===== src/rtl/gp_pkg.sv =====
// Shared definitions for the graphics command decoder: opcodes, field positions, FSM states.
package gp_pkg;

    localparam int GP_ADDR_W  = 30;
    localparam int GP_WORD_W  = 32;
    localparam int GP_OP_W    = 8;
    localparam int GP_COLOR_W = 24;
    localparam int GP_COORD_W = 16;

    localparam int GP_OP_MSB  = 31;
    localparam int GP_OP_LSB  = 24;
    localparam int GP_PAY_MSB = 23;
    localparam int GP_PAY_LSB = 0;
    localparam int GP_X_MSB   = 31;
    localparam int GP_X_LSB   = 16;
    localparam int GP_Y_MSB   = 15;
    localparam int GP_Y_LSB   = 0;

    localparam logic [GP_OP_W-1:0] GP_OP_STOP = 8'h00;
    localparam logic [GP_OP_W-1:0] GP_OP_FILL = 8'h01;
    localparam logic [GP_OP_W-1:0] GP_OP_LINE = 8'h02;

    typedef enum logic [3:0] {
        ST_IDLE,
        ST_REQ,
        ST_WAIT,
        ST_DECODE,
        ST_ARG_REQ,
        ST_ARG_WAIT,
        ST_ISSUE_FILL,
        ST_ISSUE_LINE,
        ST_HALT
    } gp_state_t;

endpackage


===== src/rtl/gp_point_unpack.sv =====
// Splits a 32-bit point word into its x (upper half) and y (lower half) coordinates.
import gp_pkg::*;

module gp_point_unpack (
    input  logic [GP_WORD_W-1:0]  word,
    output logic [GP_COORD_W-1:0] x,
    output logic [GP_COORD_W-1:0] y
);

    assign x = word[GP_X_MSB:GP_X_LSB];
    assign y = word[GP_Y_MSB:GP_Y_LSB];

endmodule


===== src/rtl/gp_cmd_decoder.sv =====
// Fetches a command list from memory and hands FILL/LINE commands to the drawing engines.
// Define GP_CMD_ERR_EN to flag unknown opcodes (sticky gp_err, halt) instead of skipping them.
import gp_pkg::*;

module gp_cmd_decoder (
    input  logic                  clk,
    input  logic                  rst,
    input  logic                  gp_start,
    input  logic [GP_ADDR_W-1:0]  gp_code_addr,
    output logic                  mem_req_valid,
    input  logic                  mem_req_ready,
    output logic [GP_ADDR_W-1:0]  mem_req_addr,
    input  logic                  mem_rdata_valid,
    input  logic [GP_WORD_W-1:0]  mem_rdata,
    output logic                  fill_valid,
    input  logic                  fill_ready,
    output logic [GP_COLOR_W-1:0] fill_color,
    output logic                  line_valid,
    input  logic                  line_ready,
    output logic [GP_COLOR_W-1:0] line_color,
    output logic [GP_COORD_W-1:0] line_x0,
    output logic [GP_COORD_W-1:0] line_y0,
    output logic [GP_COORD_W-1:0] line_x1,
    output logic [GP_COORD_W-1:0] line_y1,
    output logic                  gp_busy,
    output logic                  gp_done,
    output logic                  gp_err
);

    localparam logic [GP_ADDR_W-1:0] PTR_ONE = 1;

    gp_state_t             state_reg, state_next;
    logic [GP_ADDR_W-1:0]  ptr_reg, ptr_next;
    logic [GP_WORD_W-1:0]  cmd_reg, cmd_next;
    logic [GP_COLOR_W-1:0] fill_color_reg, fill_color_next;
    logic [GP_COLOR_W-1:0] line_color_reg, line_color_next;
    logic [GP_COORD_W-1:0] x0_reg, x0_next, y0_reg, y0_next;
    logic [GP_COORD_W-1:0] x1_reg, x1_next, y1_reg, y1_next;
    logic                  arg_sel_reg, arg_sel_next;
    logic                  busy_reg, busy_next;
    logic                  done_reg, done_next;
    logic [GP_COORD_W-1:0] pt_x, pt_y;
    logic [GP_OP_W-1:0]    opcode;
    logic [GP_COLOR_W-1:0] payload;
`ifdef GP_CMD_ERR_EN
    logic                  err_reg, err_next;
`endif

    gp_point_unpack u_point_unpack (
        .word (mem_rdata),
        .x    (pt_x),
        .y    (pt_y)
    );

    assign opcode  = cmd_reg[GP_OP_MSB:GP_OP_LSB];
    assign payload = cmd_reg[GP_PAY_MSB:GP_PAY_LSB];

    always_ff @(posedge clk) begin
        if (rst) begin
            state_reg      <= ST_IDLE;
            ptr_reg        <= '0;
            cmd_reg        <= '0;
            fill_color_reg <= '0;
            line_color_reg <= '0;
            x0_reg         <= '0;
            y0_reg         <= '0;
            x1_reg         <= '0;
            y1_reg         <= '0;
            arg_sel_reg    <= 1'b0;
            busy_reg       <= 1'b0;
            done_reg       <= 1'b0;
        end else begin
            state_reg      <= state_next;
            ptr_reg        <= ptr_next;
            cmd_reg        <= cmd_next;
            fill_color_reg <= fill_color_next;
            line_color_reg <= line_color_next;
            x0_reg         <= x0_next;
            y0_reg         <= y0_next;
            x1_reg         <= x1_next;
            y1_reg         <= y1_next;
            arg_sel_reg    <= arg_sel_next;
            busy_reg       <= busy_next;
            done_reg       <= done_next;
        end
    end

`ifdef GP_CMD_ERR_EN
    always_ff @(posedge clk) begin
        if (rst) begin
            err_reg <= 1'b0;
        end else begin
            err_reg <= err_next;
        end
    end
    assign gp_err = err_reg;
`else
    assign gp_err = 1'b0;
`endif

    always_comb begin
        state_next      = state_reg;
        ptr_next        = ptr_reg;
        cmd_next        = cmd_reg;
        fill_color_next = fill_color_reg;
        line_color_next = line_color_reg;
        x0_next         = x0_reg;
        y0_next         = y0_reg;
        x1_next         = x1_reg;
        y1_next         = y1_reg;
        arg_sel_next    = arg_sel_reg;
        busy_next       = busy_reg;
        done_next       = 1'b0;
`ifdef GP_CMD_ERR_EN
        err_next        = err_reg;
`endif
        case (state_reg)
            ST_IDLE: begin
                if (gp_start) begin
                    ptr_next   = gp_code_addr;
                    busy_next  = 1'b1;
                    state_next = ST_REQ;
`ifdef GP_CMD_ERR_EN
                    err_next   = 1'b0;
`endif
                end
            end
            ST_REQ: begin
                if (mem_req_ready) begin
                    ptr_next   = ptr_reg + PTR_ONE;
                    state_next = ST_WAIT;
                end
            end
            ST_WAIT: begin
                if (mem_rdata_valid) begin
                    cmd_next   = mem_rdata;
                    state_next = ST_DECODE;
                end
            end
            ST_DECODE: begin
                case (opcode)
                    GP_OP_STOP: begin
                        done_next  = 1'b1;
                        busy_next  = 1'b0;
                        state_next = ST_IDLE;
                    end
                    GP_OP_FILL: begin
                        fill_color_next = payload;
                        state_next      = ST_ISSUE_FILL;
                    end
                    GP_OP_LINE: begin
                        line_color_next = payload;
                        arg_sel_next    = 1'b0;
                        state_next      = ST_ARG_REQ;
                    end
                    default: begin
`ifdef GP_CMD_ERR_EN
                        err_next   = 1'b1;
                        state_next = ST_HALT;
`else
                        state_next = ST_REQ;
`endif
                    end
                endcase
            end
            ST_ARG_REQ: begin
                if (mem_req_ready) begin
                    ptr_next   = ptr_reg + PTR_ONE;
                    state_next = ST_ARG_WAIT;
                end
            end
            ST_ARG_WAIT: begin
                // arg_sel_reg picks which endpoint the returning word belongs to
                if (mem_rdata_valid) begin
                    if (!arg_sel_reg) begin
                        x0_next      = pt_x;
                        y0_next      = pt_y;
                        arg_sel_next = 1'b1;
                        state_next   = ST_ARG_REQ;
                    end else begin
                        x1_next    = pt_x;
                        y1_next    = pt_y;
                        state_next = ST_ISSUE_LINE;
                    end
                end
            end
            ST_ISSUE_FILL: begin
                if (fill_ready) begin
                    state_next = ST_REQ;
                end
            end
            ST_ISSUE_LINE: begin
                if (line_ready) begin
                    state_next = ST_REQ;
                end
            end
            ST_HALT: begin
                state_next = ST_HALT;
            end
            default: begin
                state_next = ST_IDLE;
            end
        endcase
    end

    assign mem_req_valid = (state_reg == ST_REQ) || (state_reg == ST_ARG_REQ);
    assign mem_req_addr  = ptr_reg;
    assign fill_valid    = (state_reg == ST_ISSUE_FILL);
    assign fill_color    = fill_color_reg;
    assign line_valid    = (state_reg == ST_ISSUE_LINE);
    assign line_color    = line_color_reg;
    assign line_x0       = x0_reg;
    assign line_y0       = y0_reg;
    assign line_x1       = x1_reg;
    assign line_y1       = y1_reg;
    assign gp_busy       = busy_reg;
    assign gp_done       = done_reg;

endmodule


===== config.mk =====
export PLATFORM = sky130hd
export DESIGN_NAME = gp_cmd_decoder
export DESIGN_NICKNAME = d
export VERILOG_FILES = /design/src/rtl/gp_pkg.sv /design/src/rtl/gp_point_unpack.sv /design/src/rtl/gp_cmd_decoder.sv
export SDC_FILE = /design/constraint.sdc
export NUM_CORES = 1
export LEC_CHECK = 0
export ABC_AREA = 1
export CELL_PAD_IN_SITES_DETAIL_PLACEMENT = 1
export CELL_PAD_IN_SITES_GLOBAL_PLACEMENT = 2
export CORE_ASPECT_RATIO = 1.25
export CORE_MARGIN = 8
export CORE_UTILIZATION = 24
export CTS_BUF_LIST = sky130_fd_sc_hd__clkbuf_4
export DETAILED_ROUTE_END_ITERATION = 12
export PLACE_DENSITY_LB_ADDON = 0.15
export SLEW_MARGIN = 5
export SYNTH_ARGS = -nofsm -noshare
export SYNTH_HDL_FRONTEND = slang
export SYNTH_SLANG_ARGS = --single-unit

===== constraint.sdc =====
create_clock -name clk -period 1.6 [get_ports clk]
set_input_delay 0.24 -clock clk [delete_from_list [all_inputs] [get_ports clk]]
set_output_delay 0.24 -clock clk [all_outputs]
set_load 0.02 [all_outputs]

Word level (Yosys, flattened, before mapping)
Index checks and enable logic that the tools add are counted.
Widths: inputs -> output; s select.
- flip-flop bits (word level): 181
- output and inout port bits: 148
- word-level logic and storage cells: 72
- bits of input ports: 69
- $add $sub $neg: 1
- reduce and logical (&&, ||, !) cells: 17
- multiplexer cells: 20
- equal/unequal tests: 20
- bitwise operators: 2
- operators with widths (kind ; count):
    $mux 30 ; 2
    $pmux 30 s2 ; 1
    $pmux 4 s9 ; 1
    $add 30x1->30 const B ; 1
    $mux 4 ; 7
    $eq 4x3->1 const B ; 4
    $reduce_and 3->1 ; 5
    $ne 2x2->1 const B ; 7
    $pmux 3 s3 ; 1
    $eq 4x2->1 const B ; 2
    $eq 8x1->1 const B ; 1
    $eq 8x2->1 const B ; 1
    $logic_not 8->1 ; 1
    $reduce_and 7->1 ; 1
    $ne 2x1->1 const B ; 3
    $reduce_and 2->1 ; 3
    $reduce_bool 2->1 ; 3
    $mux 1 ; 5
    $eq 4x1->1 const B ; 1
    $eq 4x4->1 const B ; 1
    $logic_not 4->1 ; 1
    $pmux 1 s2 ; 2
    $reduce_or 2->1 ; 2
    $mux 2 ; 1
    2 further kinds ; 3

Longest topological paths before layout
Gate-level depths: netlist of the first run.
- word-level depth: 4
- gate-level depth with buffers: 13
- depth with buffers taken out: 11

Modules after synthesis
From an unflattened synthesis of the first run, not the netlist that was laid out.
- cell total of the unflattened synthesis: 1097
- area total of the unflattened synthesis: 7887.6 um2
- modules (own cells, without submodules) (module ; sequential area each (um2) ; cells each ; area an instance (um2) ; times used):
    gp_cmd_decoder ; 3623.5 ; 1065 ; 7647.3 ; 1
    gp_point_unpack ; 0.0 ; 32 ; 240.2 ; 1

Worst setup path before layout of the first run
No wires, ideal clock.
- kind: reg2reg
- start: reg ptr_reg[1], in the netlist mem_req_addr[1]
- end: reg ptr_reg[24], in the netlist mem_req_addr[24]
- clock period less this slack: 1.728 ns
- setup time: 0.132 ns
- stages on the path, launching flop included: 11
- path buffers: 0
- setup slack: -0.128 ns
- data required time: 1.468 ns
- data arrival time: 1.596 ns
- cell sequence: dfxtp_1 ha_1 nand2_1 nor2_1 nand2_1 nor2_1 nand2_1 nand2_1 nand3_1 nand2_1 a21oi_1
- longest elaborated chain between the ends: 3
- ends and longest elaborated chain (element ; RTL line ; source):
    start, declared ; gp_cmd_decoder.sv:33 ; logic [GP_ADDR_W-1:0] ptr_reg, ptr_next;
    start signal, assigned ; gp_cmd_decoder.sv:74 ; ptr_reg <= ptr_next;
    $add 30x1->30 ; gp_cmd_decoder.sv:130, gp_cmd_decoder.sv:168 ;
    $mux 30 ; gp_cmd_decoder.sv:129, gp_cmd_decoder.sv:167 ;
    $pmux 30 s2 ; gp_cmd_decoder.sv:117 ; case (state_reg)
Every way passes these cells. The select of a mux whose other input is x is not followed.
A chain may end at the register's enable or synchronous reset.

Final worst setup path of the first run
- start: reg state_reg[3]
- end: reg ptr_reg[2], in the netlist mem_req_addr[2]
- longest elaborated chain between the ends: 4
- elaborated cells on any way between the ends: 9
- those cells by class: eq/ne (4); mux (1); reduce/logical (4)
- ends and longest elaborated chain (element ; RTL line ; source):
    start, declared ; gp_cmd_decoder.sv:32 ; gp_state_t state_reg, state_next;
    start signal, assigned ; gp_cmd_decoder.sv:73 ; state_reg <= state_next;
    $eq 4x1->1 / $eq 4x3->1 (equally long branches) ; gp_cmd_decoder.sv:117 ;
    $reduce_or 2->1 (no line) ; n/a ;
    $ne 2x1->1 (no line) / $reduce_bool 2->1 (equally long branches) ; n/a ;
    $reduce_and 3->1 (no line) ; n/a ;
Parallel ways exist; a longest one is shown, timed or not.

==> flow_metrics.tcl, run 1 <==
set metrics [dict create \
    ys_warn_count 0 \
    final_max_slew_viol_count 0 \
    synthCells 1073 \
    grt_use_total_pct 16.8 \
    cpPeakStageDelay_ps 400 \
    yosys.area.top_type "dfxtp_1" \
    fp.dieW_um 175 \
    synth_commonest_cells "dfxtp_1 (181), a21oi_1 (176), nand2_1 (173), o21ai_0 (161), inv_1 (137)" \
    min_period_over_period_pct 109 \
    path_buf_inv 5 \
    grt_pass1_vias 8731 \
    crit_chain "nor2_4, buf_6, nand2_4, nand2_4, buf_6, buf_6, nand2_2, nand2_2, nor2_4, buf_12, clkbuf_16, o21ai_2, nand2_1, a21oi_2" \
    place_congestion 0.778 \
    r2r-start "state_reg[3]" \
    synth_most_common_cell "dfxtp_1" \
    dieArea_mm2 0.0378 \
    ctsHoldBuffers 0 \
    critPathArrivalTime_ps 2270 \
    area_growth_pct 78.1 \
    status "finished, violations left" \
    cts_tree "done" \
    worstHoldStart "gp_code_addr[6]" \
    drc 0 \
    tightest_slew_ps 672 \
    ys.flop_type "dfxtp_1" \
    required_ps 2120 \
    synth.area.top_cells "dfxtp_1 (48%), a21oi_1 (12%), o21ai_0 (11%)" \
    crit_fanout 5 \
    crit_family "buffers and inverters" \
    port_buffers 215 \
    final_core_util_pct 43.1 \
    ys_ff_latch 181 \
    slowest_stage "dfxtp_4" \
    core_area_mm2 0.0315 \
    p_total_uw 14800 \
    path_clk_slew_ps 160 \
    violations "setup timing" \
    wl_per_cell_um 19.6 \
    stdcell_area_mm2 0.0136 \
    cap_violations 0 \
    grt_overflow 0 \
    leakage_uw 0.00515 \
    ctsLongestPathBuffers 2 \
    hold_violations 0 \
    rows 73 \
    period_minus_slack_ps 1750 \
    drt-initial-drc-count 343 \
    grt_max_degree 65 \
    dp_hpwl_um 22600 \
    io_pins 217 \
    drive_above_1_share_pct 39.8 \
    syn_area_mm2 0.00762 \
    hp-class "in2reg" \
    avgSynthCellArea_um2 7.11 \
    routed_via_density 4.56 \
    clock_sinks 181 \
    grt_antenna_before_repair 1 \
    dr.pass1.iters 4 \
    ys_types 31 \
    clk_latency_ps 580 \
    yosysSeqAreaShare_pct 47.5 \
    end_kind "register" \
    fin_ws_ps -148 \
    crit_top_cell "buf_6" \
    fin_skew_ps 21.7 \
    routed_wl_um 36600 \
    peakVddDrop_mv 0.536 \
    syn_nets 1143 \
    synth_edf_count 0 \
    placed_area_mm2 0.0110 \
    p_per_area_mw_per_mm2 1090 \
    htreeDepth 4 \
    setup_viol 146 \
    rsz0062_at_grt "yes" \
    synth_top_area_share_pct 47.5 \
    async_flop_share_pct 0 \
    vias 8490 \
    cts_made_buffers 17 \
    maxSlewHeadroom_pct 55.1 \
    start_util_pct 24.2 \
    fmax_mhz 572 \
    cp-start-kind "register" \
    final_nets 1505 \
    largest_reg_flops 32 \
    grt_pass1_wl_um 49800 \
    critPathKind "reg2reg" \
    die_h_um 215 \
    startpoint "state_reg[3]" \
    fillers 3763 \
    cts_root_buf "clkbuf_4" \
    postRouteAntennaNets 0 \
]
-- layer usage --
layer	vias to the layer above	part of all wire, %	GRT usage (%)
li1	4209	-	-
met2	178	54	30.1
met5	-	0	0
met1	4064	38	18.2
met4	0	2.7	5.15
met3	39	5.9	5.61
-- power by group --
group	switching [µW]	internal (µW)
combinational	3530	3260
clock	1790	833
sequential	393	5020
-- repair_timing --
item,CTS,global route
endpoints found under the setup margin,287,239
pin swaps,7,57
buffers inserted,33,23
gates resized for setup,557,326
gates cloned,11,25
-- path summary, 6_finish.rpt --
kind | slack [ps] | cells after the start | to
worst min register to register | 450 | 2 | line_y0[7]
worst max register to register | -150 | 14 | mem_req_addr[2]
worst max-delay path | -150 | 14 | mem_req_addr[2]
worst min-delay path | 320 | 5 | mem_req_addr[6]
-- stage by stage --
| stage | setup slack, ps | hold slack [ps] | setup TNS (ps) | instances |
|---|---|---|---|---|
| 4_1_cts | -172 | 240 | -5180 | 1824 |
| 2_1_floorplan | 37.6 | 404 | 0 | 1073 |
| 5_1_grt | -266 | 310 | -21530 | 1861 |
| 3_3_place_gp | -121 | 429 | -1860 | 1748 |
| 3_5_place_dp | -153 | 437 | -5190 | 1748 |
| 6_report | -148 | 324 | -8950 | 1861 |
-- cell families after synthesis --
kind of cell / share of synthesized area, %
AO/OA/AOI/OAI: 22.8
XOR/XNOR: 0.230
adder cells (fa/ha/maj): 0.164
buffers and inverters: 10.9
flip-flops: 47.5
other: 0.0492
AND/OR/NAND/NOR: 18.4
-- worst register-to-register path: stages (launching register included) --
cell	delay [ps]
dfxtp_4	400
nor2_4	130
buf_6	110
nand2_4	50
nand2_4	90
buf_6	130
buf_6	110
nand2_2	50
nand2_2	80
nor2_4	40
buf_12	130
clkbuf_16	160
o21ai_2	50
nand2_1	70
a21oi_2	100
-- placed cells by master (no fill, tap or decap), types with 3 or more instances in the layout --
cell type        synthesis  routed
buf_8                    0       5
clkdlybuf4s15_1          0      48
dlygate4sd2_1            0      24
nand3_4                  0       4
a21oi_1                176     116
buf_2                   12      17
o21ai_4                  0       4
clkbuf_4                 0      19
buf_6                    2      40
a21oi_4                  0       3
nand2_8                  0       4
clkbuf_16                0      14
nand3_1                 43      42
o21ai_1                  4      36
inv_2                    6       6
clkdlybuf4s50_1          0      68
nand2_2                  4      25
inv_4                    0       4
dfxtp_2                  0      25
nor2_1                 100      70
inv_1                  137     129
clkdlybuf4s15_2          0      52
a21oi_2                  1      58
inv_6                    0       4
clkinv_4                 0       3
buf_16                   0       5
o21ai_2                  0      88
dfxtp_4                  0      11
nor2_4                   2      20
inv_8                    0       3
buf_4                    7     103
nand2_4                  1       9
nand2_1                173     142
nor2_2                   3      15
o21ai_0                161      37
nand3b_1                 3       3
dfxtp_1                181     145
buf_12                   0      24
-- layout make-up --
class,instances,area [µm²],area share [%]
sequential,181,3700,27.2
clock inverter,13,123,0.903
inverter,143,578,4.26
antenna,1,2.50,0.0184
tap,412,515,3.80
clock buffer,19,143,1.05
multi-input combinational,689,4190,30.9
timing repair buffer,403,4330,31.9
(Power assumes the default switching activity.)
==> run 2: changes to the inputs <==
CORE_ASPECT_RATIO = 0.6   (was 1.25)
==> run 2 against run 1 <==
  * The flow still finishes with violations (setup timing)
  * Clock-buffer cell count shrank 2
  * Clock skew increased by 9.9 ps
  * Global-route usage increased by 2.1 points
  * Utilization decreased by 0.091 points
  * Sequential cell count unchanged
  * Wire length rose by 7.1%
  * Total power rose by 6.1%
  * Critical path depth shrank 2
  * Clock power is 16% higher
  * Via count rose by 1.0%
  * Critical path type unchanged
==> flow_metrics.tcl, run 2 (synthesized netlist as in run 1, its figures left out) <==
set metrics [dict create \
    drc 0 \
    final_max_slew_viol_count 0 \
    drt-initial-drc-count 450 \
    cts_root_buf "clkbuf_4" \
    grt_pass1_wl_um 54300 \
    crit_family "buffers and inverters" \
    clock_sinks 181 \
    violations "setup timing" \
    grt_overflow 0 \
    intPower_uw 9590 \
    tightest_slew_ps 544 \
    area_growth_pct 76.1 \
    grt_max_degree 78 \
    clkPwrFrac_pct 19.3 \
    grt_antenna_before_repair 1 \
    vias 8577 \
    rows 50 \
    fin_tns_setup_ps -6610 \
    path_buf_inv 5 \
    period_minus_slack_ps 1770 \
    power_frac_comb_pct 46.5 \
    io_pins 217 \
    cp-start-kind "register" \
    final_common_cell "a21oi_1" \
    multi_input_area_mm2 0.00402 \
    leakage_uw 0.00509 \
    crit_fanout 7 \
    crit_top_cell "buf_6" \
    place_inst 1745 \
    final_nets 1489 \
    critPathKind "reg2reg" \
    rsz0062_at_grt "yes" \
    end_kind "register" \
    final-seq-area_mm2 0.00374 \
    p_total_uw 15700 \
    largest_reg_flops 32 \
    cap_violations 0 \
    drive_above_1_share_pct 43.4 \
    hp-class "in2reg" \
    crit_chain "nor2_4, buf_6, nand2_4, nor2_4, buf_6, a21oi_4, nand2_4, buf_6, buf_12, buf_16, nor2_2, nor2_1" \
    place_congestion 0.776 \
    port_buffers 215 \
    cts_tree "done" \
    switchingPower_uw 6150 \
    path_clk_slew_ps 180 \
    p_sw_share_pct 39.0 \
    fin_ws_ps -170 \
    clk_latency_ps 620 \
    stdcell_area_mm2 0.0134 \
    required_ps 2120 \
    final_core_util_pct 43.0 \
    grt_use_total_pct 18.9 \
    peakVddDrop_mv 0.451 \
    htreeDepth 4 \
    grt_pass1_vias 8268 \
    core_area_mm2 0.0312 \
    dp_hpwl_um 24900 \
    final_cell_mix "a21oi_1 (139), nand2_1 (136), inv_1 (128)" \
    fmax_mhz 565 \
    status "finished, violations left" \
    fp.dieW_um 246 \
    ctsLongestPathBuffers 2 \
    seqPwrFrac_pct 34.2 \
    wl_per_cell_um 21.2 \
    placed_area_mm2 0.0110 \
    final_cells 1849 \
    p_per_area_mw_per_mm2 1170 \
    fin_skew_ps 31.6 \
    setup_viol 94 \
    postRouteAntennaNets 0 \
    fillers 3724 \
    min_period_over_period_pct 111 \
    cpPeakStageDelay_ps 430 \
    die_h_um 154 \
    slowest_stage "dfxtp_4" \
    maxSlewHeadroom_pct 63.7 \
    dr.pass1.iters 5 \
    routed_wl_um 39200 \
    critPathArrivalTime_ps 2290 \
    routed_via_density 4.64 \
    hold_violations 0 \
    cts_made_buffers 17 \
    dieArea_mm2 0.0379 \
    ctsHoldBuffers 0 \
    start_util_pct 24.4 \
]
## run 2: changes by cell type in the layout (fill, tap and decap cells not counted), sizes merged, moves of 2 or more
cell | previous run | this run
bufinv | 1 | 3
nand2 | 180 | 178
dlygate4sd2 | 24 | 0
clkdlybuf4s15 | 100 | 94
clkbuf | 35 | 40
buf | 194 | 204
## run 2: area by class of cell
type	instances	share of cell area, %
timing repair buffer	390	31.6
multi-input combinational	686	29.9
sequential	181	27.9
inverter	143	4.32
tap	416	3.88
clock inverter	15	1.45
clock buffer	17	0.951
antenna	1	0.0186
## run 2: per-layer routing
layer / vias to the layer above / global-route usage, % / routed length, µm
met4: 0 / 4.11 / 403
li1: 4181 / - / -
met5: - / 0 / 0
met1: 4201 / 29.9 / 21100
met2: 169 / 25.0 / 15800
met3: 26 / 4.19 / 1920
## run 2: tightest hold or removal path, stage by stage
cell	delay [ps]
clkdlybuf4s50_1	400
nand2_1	70
o21ai_1	60
nand2_1	70
a21oi_2	50
## run 2: final timing paths
kind | start | end | slack, ps | cells after the start
max | state_reg[1] | mem_req_addr[4] | -170 | 12
min | gp_code_addr[11] | mem_req_addr[11] | 300 | 5
max reg2reg | state_reg[1] | mem_req_addr[4] | -170 | 12
min reg2reg | line_x1[3] | line_x1[3] | 450 | 2
## run 2: power groups by stage
stage                     sequential, µW  clock, µW  combinational (µW)
final                               5380       3040                7320
after global routing                5450       3330                7840
after CTS                           5380       3170                6540
after detailed placement            5430          0                4920
after global placement              5430          0                4890
after floorplan                     5740          0                2000
## run 2: stage by stage
| step | hold slack, ps | setup slack [ps] |
|---|---|---|
| after floorplan | 404 | 37.6 |
| after global routing | 254 | -281 |
| final | 296 | -170 |
| after global placement | 430 | -134 |
| after CTS | 204 | -289 |
| after detailed placement | 436 | -119 |
## run 2: repair_timing
item | 4_1_cts | 5_1_grt
resized for setup | 650 | 339
endpoints found under the hold margin | 0 | 0
pin swaps | 8 | 20
setup buffers | 30 | 13
gates cloned | 15 | 18
setup endpoints to repair | 320 | 214
==> run 3: changes to the inputs <==
CAP_MARGIN = 0   (was not set)
PLACE_DENSITY = 0.81   (was not set)
PLACE_DENSITY_LB_ADDON = not set   (was 0.15)
==> run 3 against run 2 <==
  * The flow still finishes with violations (setup timing)
  * Global-route usage is 1.7 points lower
  * Clock-buffer cell count grew 1
  * Register-to-register slack lost 90 ps
  * Critical endpoint is now line_y1[8]
  * Die area did not move
  * Final area rose by 1.2%
  * Sequential share of layout area is 0.21 points lower
  * Fmax fell by 4.9%
  * Non-clock buffer count is 8 higher
  * Largest power group unchanged
  * Via count grew 2.7%
==> flow_metrics.tcl, run 3 (synthesized netlist as in run 1, its figures left out) <==
set metrics [dict create \
    status "finished, violations left" \
    violations "setup timing" \
    drive_above_1_share_pct 48.5 \
    leakage_uw 0.00524 \
    fmax_mhz 537 \
    largest_reg_flops 32 \
    maxSlewHeadroom_pct 63.9 \
    htreeDepth 4 \
    final_common_cell "nand2_1" \
    ctsHoldBuffers 0 \
    worstHoldStart "gp_code_addr[10]" \
    clock_sinks 181 \
    met2_usage_pct 24.9 \
    crit_chain "buf_4, nor2_4, buf_4, buf_6, nand2_2, inv_2, buf_6, nand3_4, clkbuf_16, o21ai_2, a21oi_1" \
    grt_overflow 0 \
    place_congestion 0.864 \
    cts_made_buffers 17 \
    cts_tree "done" \
    grt_pass1_vias 8256 \
    start_util_pct 24.4 \
    final_max_slew_viol_count 0 \
    slowest_stage "dfxtp_4" \
    crit_family "buffers and inverters" \
    hold_violations 0 \
    clk_latency_ps 640 \
    p_total_uw 15700 \
    port_buffers 215 \
    final_core_util_pct 43.5 \
    crit_fanout 8 \
    path_clk_slew_ps 190 \
    drc 0 \
    grt_max_degree 65 \
    routed_wl_um 39300 \
    end_kind "register" \
    r2r-start "state_reg[3]" \
    fin_skew_ps 43.5 \
    required_ps 2150 \
    setup_viol 159 \
    final_cell_mix "nand2_1 (146), inv_1 (129), dfxtp_1 (107)" \
    cts_root_buf "clkbuf_4" \
    timing.reg2reg.setup_slack_ps -260 \
    dieArea_mm2 0.0379 \
    wl_per_cell_um 21.2 \
    postRouteAntennaNets 0 \
    reg2reg_to "line_y1[8]" \
    rsz0062_at_grt "yes" \
    grt_busiest_layer "met2" \
    grt_antenna_before_repair 2 \
    reg2regPathDepth 11 \
    min_to "mem_req_addr[10]" \
    path_buf_inv 6 \
    met3_usage_pct 5.31 \
    vias 8807 \
    peakVddDrop_mv 0.483 \
    critPathKind "reg2reg" \
    use_met1_pct 24.6 \
    cp-start-kind "register" \
    core_area_mm2 0.0312 \
    grt_use_total_pct 17.2 \
    cap_violations 0 \
    holdWs_ps 247 \
    fin_ws_ps -262 \
    ctsLongestPathBuffers 2 \
    min_period_over_period_pct 116 \
    drt-initial-drc-count 428 \
    period_minus_slack_ps 1860 \
    rows 50 \
    final_nets 1497 \
    hp-class "in2reg" \
    fp.dieW_um 246 \
    dp_hpwl_um 24400 \
    routed_via_density 4.74 \
    hold_path_depth 5 \
    area_growth_pct 78.2 \
    p_per_area_mw_per_mm2 1150 \
    critPathArrivalTime_ps 2410 \
    cpPeakStageDelay_ps 390 \
    tightest_slew_ps 542 \
    grt_pass1_wl_um 50500 \
    die_h_um 154 \
    dr.pass1.iters 4 \
    io_pins 217 \
]
==> run 3: how the worst max path moves through the flow <==
| stage | start | to | slack (ps) | cells past startpoint |
|---|---|---|---|---|
| finish | state_reg[3] | line_y1[8] | -260 | 11 |
| floorplan | mem_req_addr[1] | mem_req_addr[24] | 40 | 10 |
| CTS | state_reg[3] | line_valid | -250 | 6 |
| global route | state_reg[3] | mem_req_valid | -330 | 5 |
| detailed placement | state_reg[1] | mem_req_addr[15] | -140 | 9 |
| global placement | mem_rdata_valid | line_y0[5] | -80 | 6 |
==> run 3: repair_timing <==
action / in CTS / in global routing
pin swaps: 8 / 64
resized for setup: 659 / 494
gates cloned: 8 / 31
setup buffers: 36 / 24
setup endpoints to repair: 253 / 275
==> run 3: worst reg2reg max path, stage by stage, from the launching register on <==
cell	delay (ps)
dfxtp_4	390
buf_4	150
nor2_4	120
buf_4	120
buf_6	90
nand2_2	60
inv_2	90
buf_6	110
nand3_4	190
clkbuf_16	270
o21ai_2	120
a21oi_1	60
==> run 3: metrics by stage <==
stage	worst slack, ps	cell area, µm²	cells	setup TNS (ps)
CTS	-245	12000	1807	-9880
finish	-262	13600	1858	-20240
detailed placement	-136	10900	1731	-4820
global placement	-75.8	10900	1731	-1270
floorplan	37.6	7630	1073	0
global route	-326	13600	1858	-33760
==> run 3: report_power, final <==
group          switching, µW  leakage (µW)  total (µW)  internal, µW
logic                   3870       0.00356        7310          3440
clock network           1950      0.000171        2970          1020
registers                353       0.00150        5390          5040
total                   6170       0.00524       15700          9500
==> run 3: routing by layer <==
| layer | routed length [µm] | up-vias | share of wire [%] |
|---|---|---|---|
| met5 | 0 | - | 0 |
| met4 | 533 | 0 | 1.4 |
| met3 | 2270 | 31 | 5.8 |
| met2 | 17800 | 195 | 45 |
| met1 | 18700 | 4379 | 48 |
| li1 | - | 4202 | - |
==> run 3: final cells by class <==
class | count | area, µm²
flip-flops and latches | 181 | 3760
clock buffers | 18 | 135
repair buffers | 398 | 4150
multi-input cells | 686 | 4260
diodes | 2 | 5.00
well taps | 416 | 520
inverters | 143 | 576
clock inverters | 14 | 180
fillers | 3648 | 17600
